--- src/rtl/ram_2r1w_req_ctrl.sv ---
`default_nettype none
// +--------------------------------------------------------------------------+
// | Module   : ram_2r1w_req_ctrl                                             |
// | Purpose  : valid/ready front end for a 2R1W RAM wrapper: zero-fill,      |
// |            credit-limited reads, per-lane response FIFOs, write bypass.  |
// | Revision : 1.0                                                           |
// +--------------------------------------------------------------------------+
module ram_2r1w_req_ctrl #(
    parameter int MEMD       = 512,
    parameter int ADDR_WIDTH = 9,
    parameter int DATA_WIDTH = 32,
    parameter int NUM_WMASKS = 4,
    parameter int RD_LAT     = 1,
    parameter int RSP_DEPTH  = 4,
    parameter bit IZERO      = 1'b1,
    parameter bit BYPASS     = 1'b1
) (
    input  logic                      clk,
    input  logic                      rst,
    input  logic                      wr_valid,
    output logic                      wr_ready,
    input  logic [ADDR_WIDTH-1:0]     wr_addr,
    input  logic [DATA_WIDTH-1:0]     wr_data,
    input  logic [NUM_WMASKS-1:0]     wr_mask,
    input  logic [1:0]                rd_valid,
    output logic [1:0]                rd_ready,
    input  logic [2*ADDR_WIDTH-1:0]   rd_addr,
    output logic [1:0]                rsp_valid,
    input  logic [1:0]                rsp_ready,
    output logic [2*DATA_WIDTH-1:0]   rsp_data,
    output logic                      init_done,
    output logic                      ram_csb,
    output logic                      ram_web,
    output logic [NUM_WMASKS-1:0]     ram_wmask,
    output logic [DATA_WIDTH-1:0]     ram_din,
    output logic [2*ADDR_WIDTH-1:0]   ram_addr,
    output logic                      ram_csb1,
    output logic [2*ADDR_WIDTH-1:0]   ram_addr1,
    input  logic [2*DATA_WIDTH-1:0]   ram_dout1
);

    localparam int c_lane_w = DATA_WIDTH / NUM_WMASKS;
    localparam int c_cnt_w  = $clog2(RSP_DEPTH + 1);
    localparam int c_ptr_w  = $clog2(RSP_DEPTH);
    localparam logic [c_cnt_w:0]      c_depth     = (c_cnt_w + 1)'(RSP_DEPTH);
    localparam logic [c_cnt_w-1:0]    c_cnt_one   = c_cnt_w'(1);
    localparam logic [c_ptr_w-1:0]    c_ptr_one   = c_ptr_w'(1);
    localparam logic [c_ptr_w-1:0]    c_ptr_last  = c_ptr_w'(RSP_DEPTH - 1);
    localparam logic [ADDR_WIDTH-1:0] c_last_addr = ADDR_WIDTH'(MEMD - 1);
    localparam logic [ADDR_WIDTH-1:0] c_addr_one  = ADDR_WIDTH'(1);

    typedef enum logic [0:0] {
        c_st_init = 1'b0,
        c_st_run  = 1'b1
    } state_t;

    state_t                  r_state;
    logic [ADDR_WIDTH-1:0]   r_init_addr;
    logic                    w_run;
    logic                    w_init_wr;
    logic                    w_wr_fire;
    logic [1:0]              w_rd_fire;
    logic [DATA_WIDTH-1:0]   w_wbits;

    always_ff @(posedge clk) begin
        if (rst) begin
            r_state     <= IZERO ? c_st_init : c_st_run;
            r_init_addr <= '0;
        end else if (r_state == c_st_init) begin
            if (r_init_addr == c_last_addr) begin
                r_state <= c_st_run;
            end else begin
                r_init_addr <= r_init_addr + c_addr_one;
            end
        end
    end

    // rst overrides every handshake output in the same cycle it is high
    assign w_run     = !rst && (r_state == c_st_run);
    assign w_init_wr = !rst && (r_state == c_st_init);
    assign init_done = w_run;
    assign wr_ready  = w_run;
    assign w_wr_fire = wr_valid && wr_ready;

    for (genvar gm = 0; gm < NUM_WMASKS; gm++) begin : g_mask
        assign w_wbits[gm*c_lane_w +: c_lane_w] = {c_lane_w{wr_mask[gm]}};
    end

    always_comb begin
        ram_csb   = 1'b1;
        ram_web   = 1'b1;
        ram_wmask = '0;
        ram_din   = '0;
        ram_addr  = '0;
        if (w_init_wr) begin
            ram_csb   = 1'b0;
            ram_web   = 1'b0;
            ram_wmask = '1;
            ram_addr  = {2{r_init_addr}};
        end else if (w_wr_fire) begin
            ram_csb   = 1'b0;
            ram_web   = 1'b0;
            ram_wmask = wr_mask;
            ram_din   = wr_data;
            ram_addr  = {2{wr_addr}};
        end
    end

    assign ram_csb1 = ~|w_rd_fire;

    for (genvar gi = 0; gi < 2; gi++) begin : g_lane
        logic [ADDR_WIDTH-1:0] w_addr;
        logic                  w_fire;
        logic                  w_collide;
        logic                  w_push;
        logic                  w_pop;
        logic [DATA_WIDTH-1:0] w_dout;
        logic [DATA_WIDTH-1:0] w_rsp;
        logic [c_cnt_w-1:0]    r_infl;
        logic [c_cnt_w-1:0]    r_cnt;
        logic [c_ptr_w-1:0]    r_wp;
        logic [c_ptr_w-1:0]    r_rp;
        logic [DATA_WIDTH-1:0] r_mem [RSP_DEPTH];
        logic                  r_pv  [RD_LAT];
        logic                  r_pc  [RD_LAT];
        logic [DATA_WIDTH-1:0] r_pd  [RD_LAT];
        logic [DATA_WIDTH-1:0] r_pm  [RD_LAT];

        assign w_addr          = rd_addr[gi*ADDR_WIDTH +: ADDR_WIDTH];
        assign rd_ready[gi]    = w_run && (({1'b0, r_infl} + {1'b0, r_cnt}) < c_depth);
        assign w_fire          = rd_valid[gi] && rd_ready[gi];
        assign w_rd_fire[gi]   = w_fire;
        assign w_collide       = BYPASS && w_fire && w_wr_fire && (w_addr == wr_addr);
        assign ram_addr1[gi*ADDR_WIDTH +: ADDR_WIDTH] = w_fire ? w_addr : '0;

        // Merge happens at the push so the pipe carries write data, not RAM data
        assign w_dout = ram_dout1[gi*DATA_WIDTH +: DATA_WIDTH];
        assign w_push = r_pv[RD_LAT-1];
        assign w_rsp  = r_pc[RD_LAT-1]
                      ? ((r_pd[RD_LAT-1] & r_pm[RD_LAT-1]) | (w_dout & ~r_pm[RD_LAT-1]))
                      : w_dout;

        assign rsp_valid[gi] = !rst && (r_cnt != '0);
        assign rsp_data[gi*DATA_WIDTH +: DATA_WIDTH] = r_mem[r_rp];
        assign w_pop = rsp_valid[gi] && rsp_ready[gi];

        always_ff @(posedge clk) begin
            if (rst) begin
                r_infl <= '0;
                r_cnt  <= '0;
                r_wp   <= '0;
                r_rp   <= '0;
                for (int k = 0; k < RD_LAT; k++) begin
                    r_pv[k] <= 1'b0;
                    r_pc[k] <= 1'b0;
                    r_pd[k] <= '0;
                    r_pm[k] <= '0;
                end
                for (int k = 0; k < RSP_DEPTH; k++) begin
                    r_mem[k] <= '0;
                end
            end else begin
                r_pv[0] <= w_fire;
                r_pc[0] <= w_collide;
                r_pd[0] <= wr_data;
                r_pm[0] <= w_wbits;
                for (int k = 1; k < RD_LAT; k++) begin
                    r_pv[k] <= r_pv[k-1];
                    r_pc[k] <= r_pc[k-1];
                    r_pd[k] <= r_pd[k-1];
                    r_pm[k] <= r_pm[k-1];
                end

                if (w_fire && !w_push) begin
                    r_infl <= r_infl + c_cnt_one;
                end else if (!w_fire && w_push) begin
                    r_infl <= r_infl - c_cnt_one;
                end

                if (w_push && !w_pop) begin
                    r_cnt <= r_cnt + c_cnt_one;
                end else if (!w_push && w_pop) begin
                    r_cnt <= r_cnt - c_cnt_one;
                end

                if (w_push) begin
                    r_mem[r_wp] <= w_rsp;
                    r_wp        <= (r_wp == c_ptr_last) ? '0 : r_wp + c_ptr_one;
                end
                if (w_pop) begin
                    r_rp <= (r_rp == c_ptr_last) ? '0 : r_rp + c_ptr_one;
                end
            end
        end
    end

endmodule
`default_nettype wire

--- config.mk ---
export PLATFORM = sky130hd
export DESIGN_NAME = ram_2r1w_req_ctrl
export DESIGN_NICKNAME = d
export VERILOG_FILES = /design/src/rtl/ram_2r1w_req_ctrl.sv
export SDC_FILE = /design/constraint.sdc
export NUM_CORES = 1
export LEC_CHECK = 0
export BUFFER_PORTS_ARGS = -buffer_cell sky130_fd_sc_hd__buf_2
export CORE_MARGIN = 1.5
export CORE_UTILIZATION = 40
export CTS_BUF_LIST = sky130_fd_sc_hd__clkbuf_8
export DETAILED_ROUTE_END_ITERATION = 7
export HOLD_SLACK_MARGIN = 0.12
export PLACE_DENSITY = 0.67
export REMOVE_ABC_BUFFERS = 1
export SETUP_SLACK_MARGIN = 0.5
export SYNTH_ARGS = -nofsm -noshare
export SYNTH_HDL_FRONTEND = slang
export SYNTH_SLANG_ARGS = --single-unit
export TNS_END_PERCENT = 1
--- constraint.sdc ---
create_clock -name clk -period 2.9 [get_ports clk]
set_input_delay 0.58 -clock clk [delete_from_list [all_inputs] [get_ports clk]]
set_output_delay 0.58 -clock clk [all_outputs]
set_load 0.02 [all_outputs]
==> results of run 1 <==
state kept, by name, indices dropped and copies added (netlist names), named ones only:
name,cells
g_lane.r_cnt,6
g_lane.r_infl,6
g_lane.r_mem,256
g_lane.r_pc,2
g_lane.r_pd,32
g_lane.r_pm,4
g_lane.r_pv,2
g_lane.r_rp,4
g_lane.r_wp,4
r_init_addr,9
r_state,1
cells by family (layout without fill, tap and decap cells):
kind of cell             after synthesis  after routing
AO/OA/AOI/OAI                        167            167
buffers and inverters                172            507
multiplexers                          74             74
AND/OR/NAND/NOR                      427            427
flip-flops                           330            330
other                                  0              4
XOR/XNOR                              28             28
adder cells (fa/ha/maj)               18             18
worst paths after layout:
kind | start | end | slack (ns) | depth (start not counted)
max | g_lane[1].r_infl[1]$_SDFFE_PP0P_ | ram_addr1[12] | -0.04 | 6
min | wr_data[25] | g_lane[0].r_pd[0][25]$_SDFF_PP0_ | 0.24 | 2
max reg2reg | g_lane[0].r_cnt[1]$_SDFFE_PP0P_ | g_lane[0].r_infl[2]$_SDFFE_PP0P_ | 0.07 | 11
min reg2reg | g_lane[0].r_infl[2]$_SDFFE_PP0P_ | g_lane[0].r_infl[2]$_SDFFE_PP0P_ | 0.51 | 2
what timing repair did:
| action | 4_1_cts | 5_1_grt |
|---|---|---|
| pin swaps | 35 | 53 |
| setup buffers | 7 | 2 |
| gates resized for setup | 277 | 68 |
| cloned | 2 | 0 |
| endpoints found under the setup margin | 140 | 142 |
per-layer routing:
layer / up-vias / global-route usage (%)
met5: - / 0
met4: 2 / 7.55
met3: 98 / 4.19
met2: 468 / 37.7
met1: 5215 / 27.9
li1: 4906 / -
area by class of cell:
type	instances	area, µm²
multi-input combinational	714	5700
fill	3279	18300
inverter	75	282
antenna	4	10.0
clock buffer	60	826
sequential	330	9190
tap	511	639
timing repair buffer	327	2690
clock inverter	45	215
stage by stage:
step	utilization [%]	cells
4_1_cts	51.0	2060
2_1_floorplan	-	1119
3_5_place_dp	45.7	1946
3_3_place_gp	45.7	1946
5_1_grt	51.6	2062
6_report	51.7	2066
power by group through the flow:
| stage | Combinational [mW] | Sequential [mW] | Clock, mW |
|---|---|---|---|
| 2_1_floorplan | 0.242 | 5.37 | 0 |
| 3_3_place_gp | 0.554 | 5.39 | 0 |
| 3_5_place_dp | 0.555 | 5.40 | 0 |
| 4_1_cts | 0.616 | 5.30 | 3.96 |
| 5_1_grt | 0.653 | 5.31 | 4.17 |
| 6_report | 0.616 | 5.30 | 3.87 |
cells in the final DEF, fill, tap and decap left out, types with 6 or more instances in the layout:
master,n
a21boi_0,64
a21oi_1,12
a22o_4,8
and2_1,7
and2_4,43
and3_1,64
buf_12,8
buf_2,143
buf_4,46
buf_6,130
clkbuf_8,60
clkinv_1,10
clkinv_2,9
dfxtp_1,62
dfxtp_2,9
edfxtp_1,256
ha_1,10
inv_1,95
mux2i_1,6
mux4_2,64
nand2_1,6
nand2b_1,6
nor2_1,155
nor2_2,60
nor2b_1,40
o21ai_0,7
o21ai_1,62
xor2_1,24
worst max-delay path: stages, from the launching register on:
cell and delay [ns]:
dfxtp_4 0.36, ha_4 0.23, a311o_1 0.36, nor4b_4 0.33, buf_6 0.19, and2_1 0.13
buf_2 0.16
==> results.json, run 1 <==
{
  "outcome": "finished with violations",
  "violations": "negative setup slack",
  "synth-seq-cells": 330,
  "tightestPinTransition_ns": 0.978,
  "synth_mux_area_share_pct": 10.0,
  "skew_ns": 0.0228,
  "p_int_mw": 7.49,
  "num_rows": 71,
  "postSynthCellCount": 1216,
  "finalCriticalPeriod_ns": 2.94,
  "antenna_found_initial": 4,
  "slew_headroom_pct": 34.8,
  "finalMaxSlewViolations": 0,
  "firstDrtPassIters": 4,
  "rsz0062_at_grt": "true",
  "wl_per_cell_um": 21.3,
  "htreeDepth": 2,
  "clockBufferDepth": 3,
  "vias_per_cell": 5.17,
  "clk_latency_ns": 0.58,
  "p_total_mw": 9.78,
  "top_layer": "met5",
  "min_path_type": "in -> reg",
  "finalSetupViolCount": 17,
  "cts_hold_buf": 0,
  "numClockSinks": 330,
  "synth_top_family_by_area": "simple AND/OR/NAND/NOR gates",
  "placed_area_um2": 17300,
  "cap_viol_max_count": 0,
  "grt_remaining_overflow": 0,
  "pwr-share-comb_pct": 6.3,
  "synthMostInstantiatedCell": "edfxtp_1",
  "antenna_left": 0,
  "finalCritPeriodShare_pct": 101,
  "io_pins": 279,
  "start_util_pct": 40.8,
  "nets": 1656,
  "timing.hold.ws_ns": 0.242,
  "p_leak_nw": 8.10,
  "drc_errors": 0,
  "avgSynthCellArea_um2": 12.7,
  "grt_pass1_wl_mm": 64.6,
  "core_area_um2": 37800,
  "worstSetupPathType": "reg -> out",
  "synth_top_cell_area_share_pct": 49.8,
  "cts-buffers-inserted": 56,
  "post-place-ws_ns": 0.176,
  "grt_max_degree": 65,
  "die_w_um": 200,
  "netSwitchingPower_mw": 2.29,
  "synth_edf_count": 256,
  "place_hpwl_mm": 29.1,
  "design_area_um2": 19600,
  "syn-cell-area_um2": 15500,
  "num_vias": 10700,
  "wl_met1_mm": 17.8,
  "track_usage_pct": 22.0,
  "initialDrtViolationCount": 549,
  "yosys-top-cells-area": "edfxtp_1 50%, dfxtp_1 9.6%, mux4_2 9.3%",
  "yosys_warnings": 0,
  "synth_fa_ha_area_share_pct": 1.65,
  "synth.distinct_cells": 50,
  "fmax_ghz": 0.341,
  "worstPathArrival_ns": 2.36,
  "vdd_drop_max_mv": 0.304,
  "dr_wl_met2_mm": 21.6,
  "synth_compound_area_share_pct": 6.91,
  "hold_viol": 0,
  "async_reset_ff_share_pct": 0,
  "drive_above_1_share_pct": 39.4,
  "dieArea_um2": 39800,
  "syn2layout_area_growth_pct": 26.5,
  "crit_fanout": 6,
  "synth_ff_type": "edfxtp_1",
  "clockRootBuffer": "clkbuf_8",
  "gp_congestion": 0.891,
  "ys_top_cells_by_count": "256 x edfxtp_1, 156 x nor2_1, 74 x dfxtp_1, 73 x inv_1",
  "setup_ws_ns": -0.0362,
  "yosys.area_share.simple_pct": 15.0,
  "synth-xor-area-share_pct": 1.59,
  "cts_tree": "yes",
  "portBuffers": 278,
  "crit_required_ns": 2.32,
  "die_h_um": 200,
  "swShare_pct": 23.4,
  "setup_tns_ns": -0.332,
  "yosys.area.top_type": "edfxtp_1",
  "power_frac_seq_pct": 54.1,
  "p_clk_share_pct": 39.6,
  "clkTransAtPathRegs_ns": 0.06,
  "start_kind": "register",
  "ys_seq_area_share_pct": 59.3,
  "first_global_vias": 10900,
  "p_per_area_nw_per_um2": 500,
  "met3_length_mm": 3.12,
  "routed_wl_mm": 44.1,
  "crit_path_end_kind": "primary output"
}
(Power assumes the default switching activity.)
==> run 2: changes to the inputs <==
GPL_TIMING_DRIVEN = 0   (was unset)
==> results.json, run 2 (same netlist as run 1, synthesis figures left out) <==
{
  "drive_above_1_share_pct": 40.7,
  "num_rows": 71,
  "crit_path_end_kind": "primary output",
  "hold_viol": 0,
  "htreeDepth": 2,
  "met3_length_mm": 3.75,
  "dieArea_um2": 39800,
  "reg_top3": "g_lane.r_mem: 256 flops, g_lane.r_pd: 32 flops, r_init_addr: 9 flops",
  "numClockSinks": 330,
  "wl_per_cell_um": 21.8,
  "outcome": "finished with violations",
  "track_usage_pct": 22.2,
  "io_pins": 279,
  "antenna_left": 0,
  "top_layer": "met4",
  "worstPathArrival_ns": 2.32,
  "drc_errors": 0,
  "finalMaxSlewViolations": 0,
  "crit_required_ns": 2.32,
  "finalCriticalPeriod_ns": 2.90,
  "clockRootBuffer": "clkbuf_8",
  "violations": "negative setup slack",
  "wl_met1_mm": 17.8,
  "p_leak_nw": 8.20,
  "p_per_area_nw_per_um2": 498,
  "syn2layout_area_growth_pct": 28.5,
  "cts_hold_buf": 0,
  "finalCritPeriodShare_pct": 100,
  "place_hpwl_mm": 29.3,
  "fmax_ghz": 0.344,
  "rsz0062_at_grt": "true",
  "core_area_um2": 37800,
  "finalSetupViolCount": 1,
  "first_global_vias": 10700,
  "grt_pass1_wl_mm": 64.1,
  "grt_max_degree": 66,
  "cts_tree": "yes",
  "min_path_type": "in -> reg",
  "nets": 1647,
  "num_vias": 10700,
  "largest_register_ffs": 256,
  "die_w_um": 200,
  "grt_remaining_overflow": 0,
  "setup_tns_ns": -0.00415,
  "worstSetupPathType": "reg -> out",
  "clk_latency_ns": 0.60,
  "clockBufferDepth": 3,
  "antenna_found_initial": 1,
  "crit_fanout": 5,
  "post-place-ws_ns": -0.905,
  "clkTransAtPathRegs_ns": 0.06,
  "final_common_cell": "edfxtp_1",
  "die_h_um": 200,
  "initialDrtViolationCount": 691,
  "slew_headroom_pct": 28.6,
  "whs_path_depth": 2,
  "largest_register": "g_lane.r_mem",
  "firstDrtPassIters": 5,
  "r2r_cells": 11,
  "cap_viol_max_count": 0,
  "vdd_drop_max_mv": 0.367,
  "vias_per_cell": 5.21,
  "tightestPinTransition_ns": 1.07,
  "dr_wl_met2_mm": 21.6,
  "routed_wl_mm": 44.8,
  "cts-buffers-inserted": 55,
  "gp_congestion": 0.841,
  "start_kind": "register",
  "portBuffers": 278,
  "start_util_pct": 40.8,
  "setup_ws_ns": -0.00415,
  "skew_ns": 0.0273,
  "p_total_mw": 9.89,
  "final_cell_mix": "256 x edfxtp_1, 154 x nor2_1, 143 x buf_2"
}
## run 2: cell count changes in the layout (fill, tap and decap cells not counted), sizes merged
cell and change:
buf -11, clkbuf +9, clkinv -8, and3b +1, bufinv -1, nor2b +1
## run 2: layout make-up
| cell class | instances | area, µm² |
|---|---|---|
| flip-flops and latches | 330 | 9210 |
| diodes | 4 | 10.0 |
| multi-input cells | 716 | 5830 |
| repair buffers | 317 | 2800 |
| fillers | 3264 | 18000 |
| well taps | 511 | 639 |
| clock buffers | 68 | 936 |
| clock inverters | 36 | 151 |
| inverters | 75 | 282 |
## run 2: path summary, 6_finish.rpt
path	startpoint	endpoint	slack, ns
min reg2reg	r_init_addr[8]$_SDFFE_PP0P_	r_init_addr[8]$_SDFFE_PP0P_	0.51
min	wr_data[13]	g_lane[0].r_pd[0][13]$_SDFF_PP0_	0.22
max	g_lane[0].r_infl[1]$_SDFFE_PP0P_	ram_addr1[4]	-0.004
max reg2reg	g_lane[0].r_infl[1]$_SDFFE_PP0P_	g_lane[0].r_infl[2]$_SDFFE_PP0P_	0.09
## run 2: timing repair
item,4_1_cts,5_1_grt
cloned,4,0
gates resized for setup,69,314
pin swaps,14,57
setup buffers,16,0
setup endpoints to repair,363,318
## run 2: routing by layer
metal	track usage, %	vias up
met1	27.6	5211
met4	8.33	0
li1	-	4902
met5	0	-
met2	38.0	502
met3	4.42	95
## run 2: power by group
| part | internal [mW] | switching, mW | total, mW |
|---|---|---|---|
| logic | 0.274 | 0.333 | 0.606 |
| clock network | 2.11 | 1.86 | 3.97 |
| registers | 5.23 | 0.0848 | 5.31 |
## run 2: stage by stage
stage | hold slack [ns] | utilization (%) | instances | area [µm²]
floorplan | 0.447 | - | 1119 | 14900
global placement | 0.474 | 44.7 | 1908 | 16900
detailed placement | 0.487 | 45.9 | 1929 | 17400
CTS | 0.196 | 49.8 | 2053 | 18800
global route | 0.207 | 52.5 | 2054 | 19900
finish | 0.223 | 52.5 | 2057 | 19900
## run 2: critical path, cell delays in order, from the launching register on
cell and delay [ns]:
dfxtp_2 0.33, ha_4 0.23, a311o_1 0.38, nor4_4 0.36
buf_4 0.20, and2_4 0.14, buf_6 0.11
